**config.mk**
```make
export PLATFORM = sky130hd
export DESIGN_NAME = shot_clock_control_flat
export DESIGN_NICKNAME = d
export VERILOG_FILES = /design/src/rtl/shot_clock_pkg.sv /design/src/rtl/shot_clock_control_if.sv /design/src/rtl/button_debounce.sv /design/src/rtl/shot_clock_control.sv /design/src/flat_wrapper.sv
export SDC_FILE = /design/constraint.sdc
export NUM_CORES = 1
export LEC_CHECK = 0
export CAP_MARGIN = 25
export CORE_MARGIN = 1
export CORE_UTILIZATION = 35
export CTS_BUF_LIST = sky130_fd_sc_hd__clkbuf_2 sky130_fd_sc_hd__clkbuf_4 sky130_fd_sc_hd__clkbuf_8
export CTS_CLUSTER_DIAMETER = 200
export CTS_CLUSTER_SIZE = 8
export DETAILED_ROUTE_END_ITERATION = 16
export DONT_BUFFER_PORTS = 1
export HOLD_SLACK_MARGIN = 0.15
export PLACE_DENSITY = 0.49
export REMOVE_ABC_BUFFERS = 1
export SETUP_SLACK_MARGIN = 0.05
export SLEW_MARGIN = 15
export SYNTH_ARGS = -nofsm -noshare
export SYNTH_HDL_FRONTEND = slang
export SYNTH_SLANG_ARGS = --single-unit
export TNS_END_PERCENT = 30
```
**constraint.sdc**
```tcl
create_clock -name clock_in -period 5.55 [get_ports clock_in]
set_input_delay 0.555 -clock clock_in [delete_from_list [all_inputs] [get_ports clock_in]]
set_output_delay 0.555 -clock clock_in [all_outputs]
set_load 0.01 [all_outputs]
```
**src/rtl/shot_clock_pkg.sv**
```systemverilog
// Shared types and reload codes for the shot-clock controller.
package shot_clock_pkg;

  localparam int unsigned LOAD_W = 5;

  typedef enum logic [1:0] {
    STOPPED = 2'd0,
    RUNNING = 2'd1,
    EXPIRED = 2'd2
  } state_e;

  localparam logic [LOAD_W-1:0] LOAD_24   = 5'b11000;
  localparam logic [LOAD_W-1:0] LOAD_14   = 5'b01110;
  localparam logic [LOAD_W-1:0] LOAD_NONE = 5'b00000;

endpackage

```
**src/rtl/shot_clock_control_if.sv**
```systemverilog
// Referee panel <-> shot-clock controller signal bundle.
interface shot_clock_control_if;
  import shot_clock_pkg::*;

  logic              btn_24;
  logic              btn_14;
  logic              btn_run;
  logic              buzzer_in;
  logic              tick_out;
  logic [LOAD_W-1:0] load_cmd;
  logic              chave_parar;
  logic              horn;
  logic              running;

  modport master (
    output btn_24, btn_14, btn_run, buzzer_in,
    input  tick_out, load_cmd, chave_parar, horn, running
  );

  modport slave (
    input  btn_24, btn_14, btn_run, buzzer_in,
    output tick_out, load_cmd, chave_parar, horn, running
  );
endinterface

```
**src/rtl/button_debounce.sv**
```systemverilog
// Two-flop synchronizer plus stability counter; emits a one-cycle pulse on a
// debounced press, nothing on release.
module button_debounce #(
  parameter int unsigned DEBOUNCE_CYCLES = 1_000_000
) (
  input  logic clk_i,
  input  logic rst_i,
  input  logic btn_i,
  output logic press_o
);
  localparam int unsigned CNT_W = $clog2(DEBOUNCE_CYCLES + 1);

  logic             sync1_q, sync2_q;
  logic             stable_q, stable_d;
  logic             press_q, press_d;
  logic [CNT_W-1:0] cnt_q, cnt_d;

  // Counter only advances while the synced level disagrees with the accepted one.
  always_comb begin
    cnt_d    = '0;
    stable_d = stable_q;
    press_d  = 1'b0;
    if (sync2_q != stable_q) begin
      if (cnt_q == CNT_W'(DEBOUNCE_CYCLES - 1)) begin
        stable_d = sync2_q;
        press_d  = sync2_q;
      end else begin
        cnt_d = cnt_q + CNT_W'(1);
      end
    end
  end

  always_ff @(posedge clk_i) begin
    if (rst_i) begin
      sync1_q  <= 1'b0;
      sync2_q  <= 1'b0;
      stable_q <= 1'b0;
      press_q  <= 1'b0;
      cnt_q    <= '0;
    end else begin
      sync1_q  <= btn_i;
      sync2_q  <= sync1_q;
      stable_q <= stable_d;
      press_q  <= press_d;
      cnt_q    <= cnt_d;
    end
  end

  assign press_o = press_q;
endmodule

```
**src/rtl/shot_clock_control.sv**
```systemverilog
// Shot-clock controller: tick divider, held reload code, run/expiry FSM and
// horn sequencing for the downstream countdown.
module shot_clock_control
  import shot_clock_pkg::*;
#(
  parameter int unsigned CLK_HZ          = 50_000_000,
  parameter int unsigned TICK_HZ         = 1,
  parameter int unsigned DEBOUNCE_CYCLES = 1_000_000,
  parameter int unsigned HORN_SECONDS    = 2
) (
  input  logic                 clock_in,
  input  logic                 reset,
  shot_clock_control_if.slave  bus
);
  localparam int unsigned DIV    = CLK_HZ / TICK_HZ;
  localparam int unsigned HALF   = DIV / 2;
  localparam int unsigned DIV_W  = $clog2(DIV);
  localparam int unsigned HORN_W = $clog2(HORN_SECONDS + 1);

  logic press_24, press_14, press_run;

  button_debounce #(.DEBOUNCE_CYCLES(DEBOUNCE_CYCLES)) u_db_24 (
    .clk_i(clock_in), .rst_i(reset), .btn_i(bus.btn_24), .press_o(press_24));
  button_debounce #(.DEBOUNCE_CYCLES(DEBOUNCE_CYCLES)) u_db_14 (
    .clk_i(clock_in), .rst_i(reset), .btn_i(bus.btn_14), .press_o(press_14));
  button_debounce #(.DEBOUNCE_CYCLES(DEBOUNCE_CYCLES)) u_db_run (
    .clk_i(clock_in), .rst_i(reset), .btn_i(bus.btn_run), .press_o(press_run));

  logic [DIV_W-1:0]  div_q, div_d;
  logic              tick_q, tick_d;
  logic [LOAD_W-1:0] pending_q, pending_d;
  logic [LOAD_W-1:0] load_q, load_d;
  state_e            state_q, state_d;
  logic [HORN_W-1:0] horn_cnt_q, horn_cnt_d;
  logic              buz_sync1_q, buz_sync2_q, buz_prev_q;
  logic              horn_q, horn_d;
  logic              run_q, run_d;
  logic              chave_q, chave_d;
  logic              tick_rise, buzz_rise, reload_press;

  always_comb begin
    tick_rise    = (div_q == DIV_W'(DIV - 1));
    div_d        = tick_rise ? '0 : div_q + DIV_W'(1);
    tick_d       = (div_q < DIV_W'(HALF));
    buzz_rise    = buz_sync2_q & ~buz_prev_q;
    reload_press = press_24 | press_14;

    // A press arriving on a tick_rise is kept for the next period, not cleared.
    pending_d = pending_q;
    load_d    = load_q;
    if (tick_rise) begin
      load_d    = pending_q;
      pending_d = LOAD_NONE;
    end
    if (press_24)      pending_d = LOAD_24;
    else if (press_14) pending_d = LOAD_14;

    state_d    = state_q;
    horn_cnt_d = horn_cnt_q;
    case (state_q)
      STOPPED: begin
        if (buzz_rise) begin
          state_d    = EXPIRED;
          horn_cnt_d = '0;
        end else if (press_run) begin
          state_d = RUNNING;
        end
      end
      RUNNING: begin
        if (buzz_rise) begin
          state_d    = EXPIRED;
          horn_cnt_d = '0;
        end else if (press_run) begin
          state_d = STOPPED;
        end
      end
      EXPIRED: begin
        if (reload_press) begin
          state_d = STOPPED;
        end else if (tick_rise) begin
          if (horn_cnt_q == HORN_W'(HORN_SECONDS - 1)) state_d = STOPPED;
          else horn_cnt_d = horn_cnt_q + HORN_W'(1);
        end
      end
      default: state_d = STOPPED;
    endcase

    run_d   = (state_d == RUNNING);
    horn_d  = (state_d == EXPIRED);
    chave_d = run_d && (load_d == LOAD_NONE);
  end

  always_ff @(posedge clock_in) begin
    if (reset) begin
      div_q       <= '0;
      tick_q      <= 1'b0;
      pending_q   <= LOAD_NONE;
      load_q      <= LOAD_NONE;
      state_q     <= STOPPED;
      horn_cnt_q  <= '0;
      buz_sync1_q <= 1'b0;
      buz_sync2_q <= 1'b0;
      buz_prev_q  <= 1'b0;
      horn_q      <= 1'b0;
      run_q       <= 1'b0;
      chave_q     <= 1'b0;
    end else begin
      div_q       <= div_d;
      tick_q      <= tick_d;
      pending_q   <= pending_d;
      load_q      <= load_d;
      state_q     <= state_d;
      horn_cnt_q  <= horn_cnt_d;
      buz_sync1_q <= bus.buzzer_in;
      buz_sync2_q <= buz_sync1_q;
      buz_prev_q  <= buz_sync2_q;
      horn_q      <= horn_d;
      run_q       <= run_d;
      chave_q     <= chave_d;
    end
  end

  assign bus.tick_out    = tick_q;
  assign bus.load_cmd    = load_q;
  assign bus.chave_parar = chave_q;
  assign bus.horn        = horn_q;
  assign bus.running     = run_q;
endmodule

```
**src/flat_wrapper.sv**
```systemverilog
// flat-port wrapper written by rule: the top's interface ports become plain ports
module shot_clock_control_flat import shot_clock_pkg::*;
#(
  parameter int unsigned CLK_HZ          = 50_000_000,
  parameter int unsigned TICK_HZ         = 1,
  parameter int unsigned DEBOUNCE_CYCLES = 1_000_000,
  parameter int unsigned HORN_SECONDS    = 2
)
  (clock_in, reset, bus_btn_24, bus_btn_14, bus_btn_run, bus_buzzer_in, bus_tick_out, bus_load_cmd, bus_chave_parar, bus_horn, bus_running);
  shot_clock_control_if bus_i ();
  input  logic clock_in;
  input  logic reset;
  input wire logic [$bits(bus_i.btn_24)-1:0] bus_btn_24;
  input wire logic [$bits(bus_i.btn_14)-1:0] bus_btn_14;
  input wire logic [$bits(bus_i.btn_run)-1:0] bus_btn_run;
  input wire logic [$bits(bus_i.buzzer_in)-1:0] bus_buzzer_in;
  output wire logic [$bits(bus_i.tick_out)-1:0] bus_tick_out;
  output wire logic [$bits(bus_i.load_cmd)-1:0] bus_load_cmd;
  output wire logic [$bits(bus_i.chave_parar)-1:0] bus_chave_parar;
  output wire logic [$bits(bus_i.horn)-1:0] bus_horn;
  output wire logic [$bits(bus_i.running)-1:0] bus_running;
  assign bus_i.btn_24 = bus_btn_24;
  assign bus_i.btn_14 = bus_btn_14;
  assign bus_i.btn_run = bus_btn_run;
  assign bus_i.buzzer_in = bus_buzzer_in;
  assign bus_tick_out = bus_i.tick_out;
  assign bus_load_cmd = bus_i.load_cmd;
  assign bus_chave_parar = bus_i.chave_parar;
  assign bus_horn = bus_i.horn;
  assign bus_running = bus_i.running;
  shot_clock_control #(.CLK_HZ(CLK_HZ), .TICK_HZ(TICK_HZ), .DEBOUNCE_CYCLES(DEBOUNCE_CYCLES), .HORN_SECONDS(HORN_SECONDS)) u_core (.clock_in(clock_in), .reset(reset), .bus(bus_i));
endmodule
```
==> impl_metrics.py <==
metrics = {
    "timing": {
        "finalClockSkew_ns": 0.00750,
        "fin_ws_ns": 3.25,
        "rsz0062_at_grt": "no",
        "max_freq_mhz": 435,
        "setup_viol": 0,
        "finalHoldViolations": 0,
        "max-slew-margin-rel": 0.513,
        "fin_crit_ns": 2.30,
        "slew_violations": 0,
        "worst_pin_slew_ns": 0.724,
        "min_period_over_period": 0.414,
        "fin_tns_setup_ns": 0,
    },
    "global_routing": {
        "grtUsageMet1": 0.166,
        "grt_pass1_vias": 3268,
        "antenna_found_initial": 0,
        "grt_max_degree": 35,
        "grt_use_met2": 0.199,
        "use_met3": 0.0670,
        "grt_pass1_wl_um": 15000,
        "grt_busiest_layer": "met2",
        "grt_overflow": 0,
        "grt_use_total": 0.135,
    },
    "floorplanning": {
        "rows": 42,
        "die_y_um": 119,
        "initial_utilization": 0.361,
        "die_w_um": 119,
        "num_io_pins": 15,
        "die_area_sq_um": 14300,
        "core_sq_um": 13300,
    },
    "setup_path": {
        "cp.required_ns": 5.87,
        "cp_max_fo": 17,
        "reg2reg_from": "u_core.div_q[0]$_SDFF_PP0_",
        "rrSetupSlack_ns": 3.25,
        "r2r_end": "u_core.div_q[19]$_SDFF_PP0_",
        "worstSetupEndpointType": "flop",
        "slowest_delay_ns": 0.55,
        "critPathLaunchType": "flop",
        "reg2regPathDepth": 7,
        "slowest_stage": "or4_4",
        "critical_path_class": "reg -> reg",
        "crit_arrival_ns": 2.62,
        "path_cells": "ha_1, and3_1, nand3b_1, or4_4, nand2b_1, buf_8, a21oi_1",
    },
    "clocking": {
        "hold_buffers": 2,
        "cts_buffers": 17,
        "cts_tree": "built",
        "ctsRootBufferMaster": "clkbuf_8",
        "clock_latency_ns": 0.44,
        "ctsResizeCount": 0,
        "clkTransAtPathRegs_ns": 0.07,
        "clk_path_buf_depth": 2,
        "cts_setup_buffers": 0,
        "cts_max_level": 4,
        "numClockSinks": 117,
    },
    "yosys": {
        "synth_area_per_cell_sq_um": 8.92,
        "synth-compound-area-share": 0.0220,
        "yosys_warnings": 0,
        "ys.flop_type": "dfxtp_1",
        "synthCells": 541,
        "seq_area_frac_synth": 0.485,
        "netlist_area_sq_um": 4820,
        "ys_ff_latch": 117,
        "synth-adder-area-share": 0.0130,
        "synth_edf_count": 0,
        "synth_top_family_by_area": "simple AND/OR/NAND/NOR gates",
        "ys_types": 41,
        "synth_mux_area_frac": 0.0145,
        "synthXorXnorAreaFrac": 0.147,
        "async_flop_share": 0,
        "synthSimpleGateAreaFrac": 0.290,
    },
    "cells_and_area": {
        "seq_area_sq_um": 2340,
        "finalInstanceArea_sq_um": 5400,
        "num-fill-cells": 1373,
        "multiInputGateArea_sq_um": 2350,
        "syn2layout_area_growth_pct": 12.0,
        "nets": 556,
        "antenna_cells": 0,
        "layout-drive-gt1-share": 0.0664,
        "instances_no_fill": 733,
    },
    "route": {
        "drtIter0Drc": 177,
        "antenna_left": 0,
        "vias_per_cell": 4.70,
        "wl_per_cell_um": 12.1,
        "vias": 3443,
        "drtPass1Iterations": 4,
        "finalWirelength_um": 8890,
        "drc": 0,
    },
    "min_path": {
        "hp-start": "reset",
        "whs_endpoint": "u_core.bus.load_cmd[2]$_SDFF_PP0_",
        "hold_path_class": "in -> reg",
        "whs_path_depth": 1,
    },
    "placed_design": {
        "gp_congestion": 0.790,
        "portBuffers": 0,
        "place_hpwl_um": 5750,
        "dpl_worst_slack_ns": 3.00,
        "placed_cell_area_sq_um": 4950,
        "dp_cells": 697,
    },
    "power": {
        "power.leakage_nw": 1.80,
        "powerDensity_nw_per_um2": 306,
        "peakVddDrop_v": 0.000127,
    },
    "run_status": {
        "status": "finished, final reports clean",
    },
    "run": {
        "drv_cap": 0,
    },
}
## metrics by stage
step           power, W  utilization  hold slack [ns]
2_1_floorplan  0.000882            -            0.414
3_3_place_gp   0.000886        0.371            0.417
3_5_place_dp   0.000887        0.371            0.426
4_1_cts         0.00168        0.402            0.153
5_1_grt         0.00173        0.405            0.150
6_report        0.00165        0.405            0.197
## worst max-delay path, delay by kind of cell, from the launching register on
kind	cells	cell delay, ns
flip-flops	1	0.38
AO/OA/AOI/OAI	1	0.06
AND/OR/NAND/NOR	4	1.30
adder cells (fa/ha/maj)	1	0.22
buffers and inverters	1	0.22
## per-layer routing
metal  wire [um]  vias to the layer above
li1            -                     1825
met1        4390                     1567
met2        3980                       39
met3         391                       12
met4         129                        0
met5           0                        -
## registers in the layout, indices dropped and copies added, names as in the netlist, 2 cells and up
signal and cells:
u_core.div_q 26, u_core.u_db_14.cnt_q 20, u_core.u_db_24.cnt_q 20, u_core.u_db_run.cnt_q 20
u_core.bus.load_cmd 5, u_core.pending_q 3, u_core.horn_cnt_q 2, u_core.state_q 2
## kinds of logic (layout without fill, tap and decap cells)
logic type | Yosys count | count (layout)
buffers and inverters | 31 | 47
AND/OR/NAND/NOR | 283 | 283
multiplexers | 7 | 7
flip-flops | 117 | 117
adder cells (fa/ha/maj) | 5 | 5
AO/OA/AOI/OAI | 17 | 17
XOR/XNOR | 81 | 81
## power by group
part	total [W]	internal, W	switching [W]
registers	0.000851	0.000846	0.00000445
clock network	0.000778	0.000466	0.000312
logic	0.0000227	0.00000902	0.0000137
total	0.00165	0.00132	0.000331
## worst max-delay path by stage
stage	from	end	slack (ns)	depth (start not counted)
6_report	u_core.div_q[0]$_SDFF_PP0_	u_core.div_q[19]$_SDFF_PP0_	3.25	7
3_5_place_dp	u_core.div_q[0]$_SDFF_PP0_	u_core.div_q[18]$_SDFF_PP0_	3.00	6
2_1_floorplan	u_core.div_q[0]$_SDFF_PP0_	u_core.div_q[10]$_SDFF_PP0_	3.44	6
5_1_grt	u_core.div_q[0]$_SDFF_PP0_	u_core.div_q[19]$_SDFF_PP0_	3.08	7
4_1_cts	u_core.div_q[0]$_SDFF_PP0_	u_core.div_q[2]$_SDFF_PP0_	2.98	6
3_3_place_gp	u_core.div_q[0]$_SDFF_PP0_	u_core.div_q[5]$_SDFF_PP0_	3.08	6
## placed cells by master (no fill, tap or decap), types with 11 or more instances in the layout
master and count:
nor2_1 115, xnor2_1 35, nand4_1 17, nand3_1 32, and3_1 12, clkbuf_8 20
dfxtp_1 117, inv_1 11, nor2b_1 11, xor2_1 46, nand2_1 38
## area by class of cell
class / count / share of cell area
clock buffers: 27 / 0.0607
clock inverters: 4 / 0.0130
inverters: 11 / 0.00764
multi-input cells: 393 / 0.434
flip-flops and latches: 117 / 0.434
well taps: 176 / 0.0408
repair buffers: 5 / 0.0102
## cell usage after synthesis (2+ instances only)
cell type  number  share of area
nand3_1        32          0.033
and3_1         12          0.016
mux2i_1         7          0.015
nor2_1        115          0.089
clkbuf_1       10         0.0078
or4_1           3         0.0047
a21oi_1         7         0.0073
dfxtp_1       117           0.49
or3_1           8          0.010
ha_1            5          0.013
nand4_1        17          0.022
a211oi_1        2         0.0031
nor2b_1        11          0.014
xnor2_1        35          0.064
nand3b_1        2         0.0031
nor3_1         10          0.010
inv_1          11         0.0086
o211ai_1        2         0.0031
nor4_1         10          0.013
and4_1          7          0.013
nor4b_1         7          0.013
o21ai_0         2         0.0021
xor2_1         46          0.084
buf_2           7         0.0073
nand2_1        38          0.030
nand2b_1        3         0.0039
Note: power is estimated with default switching activity, not from simulation.
